**src/rtl/baw_pkg.sv**
```systemverilog
// -----------------------------------------------------------------------------
// baw_pkg
// Shared definitions for the Black-and-White round sequencer: controller state
// encoding, player encoding, comparator result codes and the default game size.
// -----------------------------------------------------------------------------
package baw_pkg;

  typedef enum logic [2:0] {
    ST_IDLE    = 3'd0,
    ST_LEAD    = 3'd1,
    ST_FOLLOW  = 3'd2,
    ST_RESOLVE = 3'd3,
    ST_CHECK   = 3'd4,
    ST_DONE    = 3'd5
  } baw_state_e;

  localparam logic PLAYER_P1 = 1'b0;
  localparam logic PLAYER_P2 = 1'b1;

  localparam logic [1:0] RES_DRAW = 2'b00;
  localparam logic [1:0] RES_P1   = 2'b01;
  localparam logic [1:0] RES_P2   = 2'b10;

  localparam int unsigned BAW_NUM_CARDS  = 9;
  localparam int unsigned BAW_MAX_ROUNDS = 9;

endpackage

```
**src/rtl/baw_card_pick.sv**
```systemverilog
// -----------------------------------------------------------------------------
// baw_card_pick
// Combinational card helper for the active player.
// Ports:
//   sel       in   switch selection, bit i = card i
//   mask      in   used-card mask of the active player
//   legal     out  sel is exactly one-hot and names an unused card
//   sel_idx   out  binary index of the selected card (valid when one-hot)
//   low_valid out  at least one card is still unused
//   low_idx   out  index of the lowest unused card
// -----------------------------------------------------------------------------
module baw_card_pick import baw_pkg::*; #(
  parameter int unsigned NUM_CARDS = BAW_NUM_CARDS
) (
  input  logic [NUM_CARDS-1:0] sel,
  input  logic [NUM_CARDS-1:0] mask,
  output logic                 legal,
  output logic [3:0]           sel_idx,
  output logic                 low_valid,
  output logic [3:0]           low_idx
);

  // One-hot check, legality against the mask and index encoding.
  always_comb begin
    legal   = 1'b0;
    sel_idx = 4'd0;
    for (int i = 0; i < int'(NUM_CARDS); i++) begin
      if (sel[i]) begin
        sel_idx = 4'(i);
      end else begin
        sel_idx = sel_idx;
      end
    end
    if (($countones(sel) == 32'd1) && ((sel & mask) == '0)) begin
      legal = 1'b1;
    end else begin
      legal = 1'b0;
    end
  end

  // Lowest unused card: scan downwards so the last hit is the lowest index.
  always_comb begin
    low_valid = 1'b0;
    low_idx   = 4'd0;
    for (int i = int'(NUM_CARDS) - 1; i >= 0; i--) begin
      if (!mask[i]) begin
        low_valid = 1'b1;
        low_idx   = 4'(i);
      end else begin
        low_valid = low_valid;
      end
    end
  end

endmodule

```
**src/rtl/baw_round_ctrl.sv**
```systemverilog
// -----------------------------------------------------------------------------
// baw_round_ctrl
// Round sequencer for the two-player Black-and-White card game: turn order,
// card legality, used-card masks, score strobe and end-of-game decision.
// Optional feature macro: BAW_TURN_TIMEOUT_EN (auto-play lowest unused card
// after TURN_TIMEOUT cycles in a turn and pulse timeout).
// Ports:
//   clk, reset_n                clock, asynchronous active-low reset
//   start, abort                new game (from IDLE/DONE), return to IDLE
//   confirm_p1, confirm_p2, sel player commits the switch selection
//   match_result, finish        comparator result, finish detector
//   p1_card, p2_card            last committed card per player
//   p1_used, p2_used            used-card masks
//   turn, lead, round           active player, round leader, completed rounds
//   score_pulse, illegal,
//   timeout, done               strobes and end-of-game flag
// -----------------------------------------------------------------------------
module baw_round_ctrl import baw_pkg::*; #(
  parameter int unsigned NUM_CARDS    = BAW_NUM_CARDS,
  parameter int unsigned MAX_ROUNDS   = BAW_MAX_ROUNDS,
  parameter int          TURN_TIMEOUT = 500_000_000
) (
  input  logic                 clk,
  input  logic                 reset_n,
  input  logic                 start,
  input  logic                 abort,
  input  logic                 confirm_p1,
  input  logic                 confirm_p2,
  input  logic [NUM_CARDS-1:0] sel,
  input  logic [1:0]           match_result,
  input  logic                 finish,
  output logic [3:0]           p1_card,
  output logic [3:0]           p2_card,
  output logic [NUM_CARDS-1:0] p1_used,
  output logic [NUM_CARDS-1:0] p2_used,
  output logic                 turn,
  output logic                 lead,
  output logic [3:0]           round,
  output logic                 score_pulse,
  output logic                 illegal,
  output logic                 timeout,
  output logic                 done
);

  localparam logic [3:0]           LAST_ROUND = 4'(MAX_ROUNDS);
  localparam logic [NUM_CARDS-1:0] ONE_BIT    = {{(NUM_CARDS-1){1'b0}}, 1'b1};

  baw_state_e           state_r, state_next_s;
  logic [3:0]           p1_card_r, p2_card_r, p1_card_next_s, p2_card_next_s;
  logic [NUM_CARDS-1:0] p1_used_r, p2_used_r, p1_used_next_s, p2_used_next_s;
  logic                 turn_r, turn_next_s, lead_r, lead_next_s;
  logic [3:0]           round_r, round_next_s;
  logic                 score_r, score_next_s, illegal_r, illegal_next_s;
  logic                 timeout_r, timeout_next_s, done_r, done_next_s;

  logic                 active_s, act_confirm_s, expire_s;
  logic [NUM_CARDS-1:0] active_mask_s, play_bit_s;
  logic                 legal_s, low_valid_s;
  logic [3:0]           sel_idx_s, low_idx_s, play_idx_s;

  // In FOLLOW the non-leader plays; everywhere else the leader is "active".
  assign active_s      = (state_r == ST_FOLLOW) ? ~lead_r : lead_r;
  assign act_confirm_s = (active_s == PLAYER_P2) ? confirm_p2 : confirm_p1;
  assign active_mask_s = (active_s == PLAYER_P2) ? p2_used_r : p1_used_r;
  // A real confirm wins over the auto-play when both happen together.
  assign play_idx_s    = act_confirm_s ? sel_idx_s : low_idx_s;
  assign play_bit_s    = ONE_BIT << play_idx_s;

  baw_card_pick #(.NUM_CARDS(NUM_CARDS)) u_pick (
    .sel       (sel),
    .mask      (active_mask_s),
    .legal     (legal_s),
    .sel_idx   (sel_idx_s),
    .low_valid (low_valid_s),
    .low_idx   (low_idx_s)
  );

`ifdef BAW_TURN_TIMEOUT_EN
  logic [31:0] turn_cnt_r;
  logic        in_turn_s;

  assign in_turn_s = (state_r == ST_LEAD) || (state_r == ST_FOLLOW);
  assign expire_s  = in_turn_s && (turn_cnt_r == 32'(TURN_TIMEOUT - 1));

  // Per-turn cycle counter; restarts on every state change and on expiry.
  always_ff @(posedge clk or negedge reset_n) begin
    if (!reset_n) begin
      turn_cnt_r <= 32'd0;
    end else if (!in_turn_s || (state_next_s != state_r) || expire_s) begin
      turn_cnt_r <= 32'd0;
    end else begin
      turn_cnt_r <= turn_cnt_r + 32'd1;
    end
  end
`else
  // No turn limit in this build: the comparison is constant false.
  assign expire_s = (TURN_TIMEOUT < 0);
`endif

  // Next-state and next-output computation.
  always_comb begin
    state_next_s   = state_r;
    p1_card_next_s = p1_card_r;
    p2_card_next_s = p2_card_r;
    p1_used_next_s = p1_used_r;
    p2_used_next_s = p2_used_r;
    lead_next_s    = lead_r;
    round_next_s   = round_r;
    turn_next_s    = turn_r;
    illegal_next_s = 1'b0;
    timeout_next_s = 1'b0;

    case (state_r)
      ST_IDLE, ST_DONE: begin
        if (start) begin
          p1_card_next_s = 4'd0;
          p2_card_next_s = 4'd0;
          p1_used_next_s = '0;
          p2_used_next_s = '0;
          round_next_s   = 4'd0;
          lead_next_s    = PLAYER_P1;
          state_next_s   = ST_LEAD;
        end else begin
          state_next_s = state_r;
        end
      end
      ST_LEAD, ST_FOLLOW: begin
        if (act_confirm_s && !legal_s) begin
          illegal_next_s = 1'b1;
        end else if (act_confirm_s || (expire_s && low_valid_s)) begin
          timeout_next_s = ~act_confirm_s;
          if (active_s == PLAYER_P2) begin
            p2_card_next_s = play_idx_s;
            p2_used_next_s = p2_used_r | play_bit_s;
          end else begin
            p1_card_next_s = play_idx_s;
            p1_used_next_s = p1_used_r | play_bit_s;
          end
          state_next_s = (state_r == ST_LEAD) ? ST_FOLLOW : ST_RESOLVE;
        end else begin
          state_next_s = state_r;
        end
      end
      ST_RESOLVE: begin
        case (match_result)
          RES_P1:  lead_next_s = PLAYER_P1;
          RES_P2:  lead_next_s = PLAYER_P2;
          default: lead_next_s = lead_r;
        endcase
        round_next_s = round_r + 4'd1;
        state_next_s = ST_CHECK;
      end
      ST_CHECK: begin
        if (finish || (round_r == LAST_ROUND)) begin
          state_next_s = ST_DONE;
        end else begin
          state_next_s = ST_LEAD;
        end
      end
      default: begin
        state_next_s = ST_IDLE;
      end
    endcase

    // Abort overrides everything computed above.
    if (abort) begin
      state_next_s   = ST_IDLE;
      p1_card_next_s = 4'd0;
      p2_card_next_s = 4'd0;
      p1_used_next_s = '0;
      p2_used_next_s = '0;
      lead_next_s    = PLAYER_P1;
      round_next_s   = 4'd0;
      illegal_next_s = 1'b0;
      timeout_next_s = 1'b0;
    end else begin
      state_next_s = state_next_s;
    end

    case (state_next_s)
      ST_LEAD:   turn_next_s = lead_next_s;
      ST_FOLLOW: turn_next_s = ~lead_next_s;
      ST_IDLE:   turn_next_s = 1'b0;
      default:   turn_next_s = turn_r;
    endcase

    score_next_s = (state_next_s == ST_RESOLVE);
    done_next_s  = (state_next_s == ST_DONE);
  end

  // State and registered outputs.
  always_ff @(posedge clk or negedge reset_n) begin
    if (!reset_n) begin
      state_r   <= ST_IDLE;
      p1_card_r <= 4'd0;
      p2_card_r <= 4'd0;
      p1_used_r <= '0;
      p2_used_r <= '0;
      turn_r    <= 1'b0;
      lead_r    <= 1'b0;
      round_r   <= 4'd0;
      score_r   <= 1'b0;
      illegal_r <= 1'b0;
      timeout_r <= 1'b0;
      done_r    <= 1'b0;
    end else begin
      state_r   <= state_next_s;
      p1_card_r <= p1_card_next_s;
      p2_card_r <= p2_card_next_s;
      p1_used_r <= p1_used_next_s;
      p2_used_r <= p2_used_next_s;
      turn_r    <= turn_next_s;
      lead_r    <= lead_next_s;
      round_r   <= round_next_s;
      score_r   <= score_next_s;
      illegal_r <= illegal_next_s;
      timeout_r <= timeout_next_s;
      done_r    <= done_next_s;
    end
  end

  assign p1_card     = p1_card_r;
  assign p2_card     = p2_card_r;
  assign p1_used     = p1_used_r;
  assign p2_used     = p2_used_r;
  assign turn        = turn_r;
  assign lead        = lead_r;
  assign round       = round_r;
  assign score_pulse = score_r;
  assign illegal     = illegal_r;
  assign timeout     = timeout_r;
  assign done        = done_r;

endmodule

```
**config.mk**
```make
export PLATFORM = sky130hd
export DESIGN_NAME = baw_round_ctrl
export DESIGN_NICKNAME = d
export VERILOG_FILES = /design/src/rtl/baw_pkg.sv /design/src/rtl/baw_card_pick.sv /design/src/rtl/baw_round_ctrl.sv
export SDC_FILE = /design/constraint.sdc
export NUM_CORES = 1
export LEC_CHECK = 0
export BUFFER_PORTS_ARGS = -buffer_cell sky130_fd_sc_hd__buf_2
export CAP_MARGIN = 20
export CELL_PAD_IN_SITES_DETAIL_PLACEMENT = 1
export CELL_PAD_IN_SITES_GLOBAL_PLACEMENT = 2
export CORE_MARGIN = 4
export CORE_UTILIZATION = 30
export CTS_CLUSTER_DIAMETER = 80
export CTS_CLUSTER_SIZE = 28
export DETAILED_ROUTE_END_ITERATION = 8
export GPL_TIMING_DRIVEN = 0
export PLACE_DENSITY_LB_ADDON = 0.1
export SETUP_SLACK_MARGIN = 0.3
export SYNTH_ARGS = -nofsm -noshare
export SYNTH_HDL_FRONTEND = slang
export SYNTH_HIERARCHICAL = 1
export SYNTH_SLANG_ARGS = --single-unit
```
**constraint.sdc**
```tcl
create_clock -name clk -period 5.48 [get_ports clk]
set_input_delay 1.096 -clock clk [delete_from_list [all_inputs] [get_ports clk]]
set_output_delay 1.096 -clock clk [all_outputs]
set_load 0.01 [all_outputs]
```
==> metrics.cfg <==
[synth]
netlist_area_um2 = 2500
yosys_warnings = 6
syn_nets = 300
syn_inst = 270
synth.avg_cell_area_um2 = 9.25

[timing]
skew_ns = 0.00817
grt_setup_unrepaired = yes
whs_ns = 0.511
finalCritPeriodShare_pct = 95.2
fin_crit_ns = 5.22
tightest_slew_ns = 0.899
slew_viol_final = 0
fin_setup_tns_ns = 0
slew-limit-headroom_pct = 40.0
timing.final.hold_violations = 0
fmax_mhz = 192
setup_viol = 0

[final_layout]
final_area_um2 = 3330
layout-drive-gt1-share_pct = 35.9
antennaDiodeCount = 0
fin_nets = 372
layout-area-overhead-vs-synth_pct = 33.4

[worst_hold_path]
hold_class = flip-flop to flip-flop
holdCritStartpoint = p1_card[0]$_DFFE_PN0P_

[worst_setup_path]
crit_type = input port to flip-flop
crit_required_ns = 5.71
arrival_ns = 5.45
reg2reg_from = state_r[1]$_DFF_PN0_
path_max_fanout = 5
end_kind = flip-flop
r2r_slack_ns = 1.68
cp-start-kind = input port
startpoint = sel[0]

[placement]
gp_congestion = 0.737
post-dp-hpwl_um = 5560
portBuffers = 52
place_area_um2 = 2960

[grt]
grt_pass1_vias = 2355
grt_pass1_wl_um = 12300
grt_max_degree = 39
antenna_found_initial = 0
grt_util_all_layers_pct = 15.5
grt-ovfl-total = 0

[floorplanning]
die_w_um = 99.2
core_area_um2 = 8180
die_y_um = 99.2
pin_count = 54
design.die.area_um2 = 9850
initial_utilization_pct = 30.5
std_cell_rows = 33

[clock_tree]
htree_levels = 2
holdBufCountCts = 0
path_clk_slew_ns = 0.08
cts.sinks = 38
clock-root-buffer = clkbuf_8
cts_made_buffers = 5
cts_tree = done
clock_latency_ns = 0.30
ctsLongestPathBuffers = 2

[detailed_routing]
via_per_inst = 4.95
drt.antenna.violating_nets = 0
dr_total_vias = 2216
wl_per_cell_um = 16.5
drc_errors = 0
drt_first_pass_iters = 4
drt-total-wl_um = 7390
drt_iter0_drc = 81

[power_and_ir_drop]
p_per_area_nw_per_um2 = 276
total_power_mw = 0.919
p_leak_nw = 1.58
irDropWorstVdd_v = 0.000112

[run]
max_cap_violations = 0

[status]
status = completed

[metal layers]
layer  GRT usage [%]  wire (um)
met2            23.5       3240
met1            22.9       3800
met3            2.66        268
met5               0          0
met4            4.10         76
[path summary, 6_finish.rpt]
path | to | cells after the start
max in group asynchronous | p2_used[2]$_DFFE_PN0P_ | 1
worst min register to register | p1_card[0]$_DFFE_PN0P_ | 1
worst max register to register | turn$_DFFE_PN0P_ | 13
worst max-delay path | turn$_DFFE_PN0P_ | 18
worst min-delay path | p1_card[0]$_DFFE_PN0P_ | 1
min in group asynchronous | illegal$_DFF_PN0_ | 1
[state kept, by name, summed over array words and instances, names as in the netlist]
name,flops
p1_used,9
p2_used,9
p1_card,4
p2_card,4
round,4
state_r,3
done,1
illegal,1
lead,1
score_pulse,1
turn,1
[report_power, final]
group	switching (mW)	internal (mW)	leakage, nW
clock	0.110	0.194	0.0714
combinational	0.165	0.150	0.985
sequential	0.00774	0.291	0.526
total	0.283	0.636	1.58
[cells in the final DEF (no fill, tap or decap), types with 2 or more instances in the layout]
cell type   n
nand2_1    18
nand3_1     4
dfrtp_1    38
buf_4      11
nand2b_1    9
nor3_1      4
nand4b_1    3
o21ai_0    12
inv_1      19
inv_2       2
nor2b_1     3
xor2_1      2
mux2_4      7
ha_1        6
nand2b_4    2
buf_8       2
fa_1        3
nand3b_1    3
a22oi_1     4
or4_1       2
a311oi_1    2
a21oi_1    14
nand4_1     4
clkbuf_8    7
and2_1      3
buf_6       8
clkbuf_1    2
buf_2      52
mux2i_1     6
mux2_2     11
a21oi_2     2
a31oi_1    15
nor2_1     31
bufinv_16   2
xnor2_1     4
a31oi_4     3
o21ai_2     2
[repair_timing]
action,4_1_cts,5_1_grt
gates resized for setup,17,13
pin swaps,7,7
endpoints found under the setup margin,23,29
setup buffers,9,4
[metrics by stage]
stage | cells | setup slack (ns) | util [%]
global placement | 427 | -0.378 | 36.2
detailed placement | 427 | -0.402 | 36.2
floorplan | 270 | 0.223 | -
CTS | 444 | 0.111 | 39.5
finish | 448 | 0.263 | 40.8
global route | 448 | 0.0843 | 40.8
[final cells by class]
class	count	area, um^2
Fill cell	968	4840
Multi-Input combinational cell	199	1530
Sequential cell	38	951
Timing Repair Buffer	65	399
Tap cell	105	131
Inverter	22	90.1
Buffer	11	85.1
Clock buffer	6	82.6
Clock inverter	2	60.1
[critical path, cell delays in order]
cell       delay, ns
buf_8           0.09
inv_8           0.03
fa_1            0.55
fa_1            0.44
fa_1            0.50
inv_1           0.04
ha_2            0.17
fa_2            0.56
ha_4            0.20
nand2b_4        0.14
a221oi_2        0.19
nand3_2         0.11
a2111oi_4       0.20
buf_4           0.19
nand3b_1        0.09
o221a_4         0.27
or4_1           0.47
nand4_1         0.10
Power figures use the tool's default switching activity.
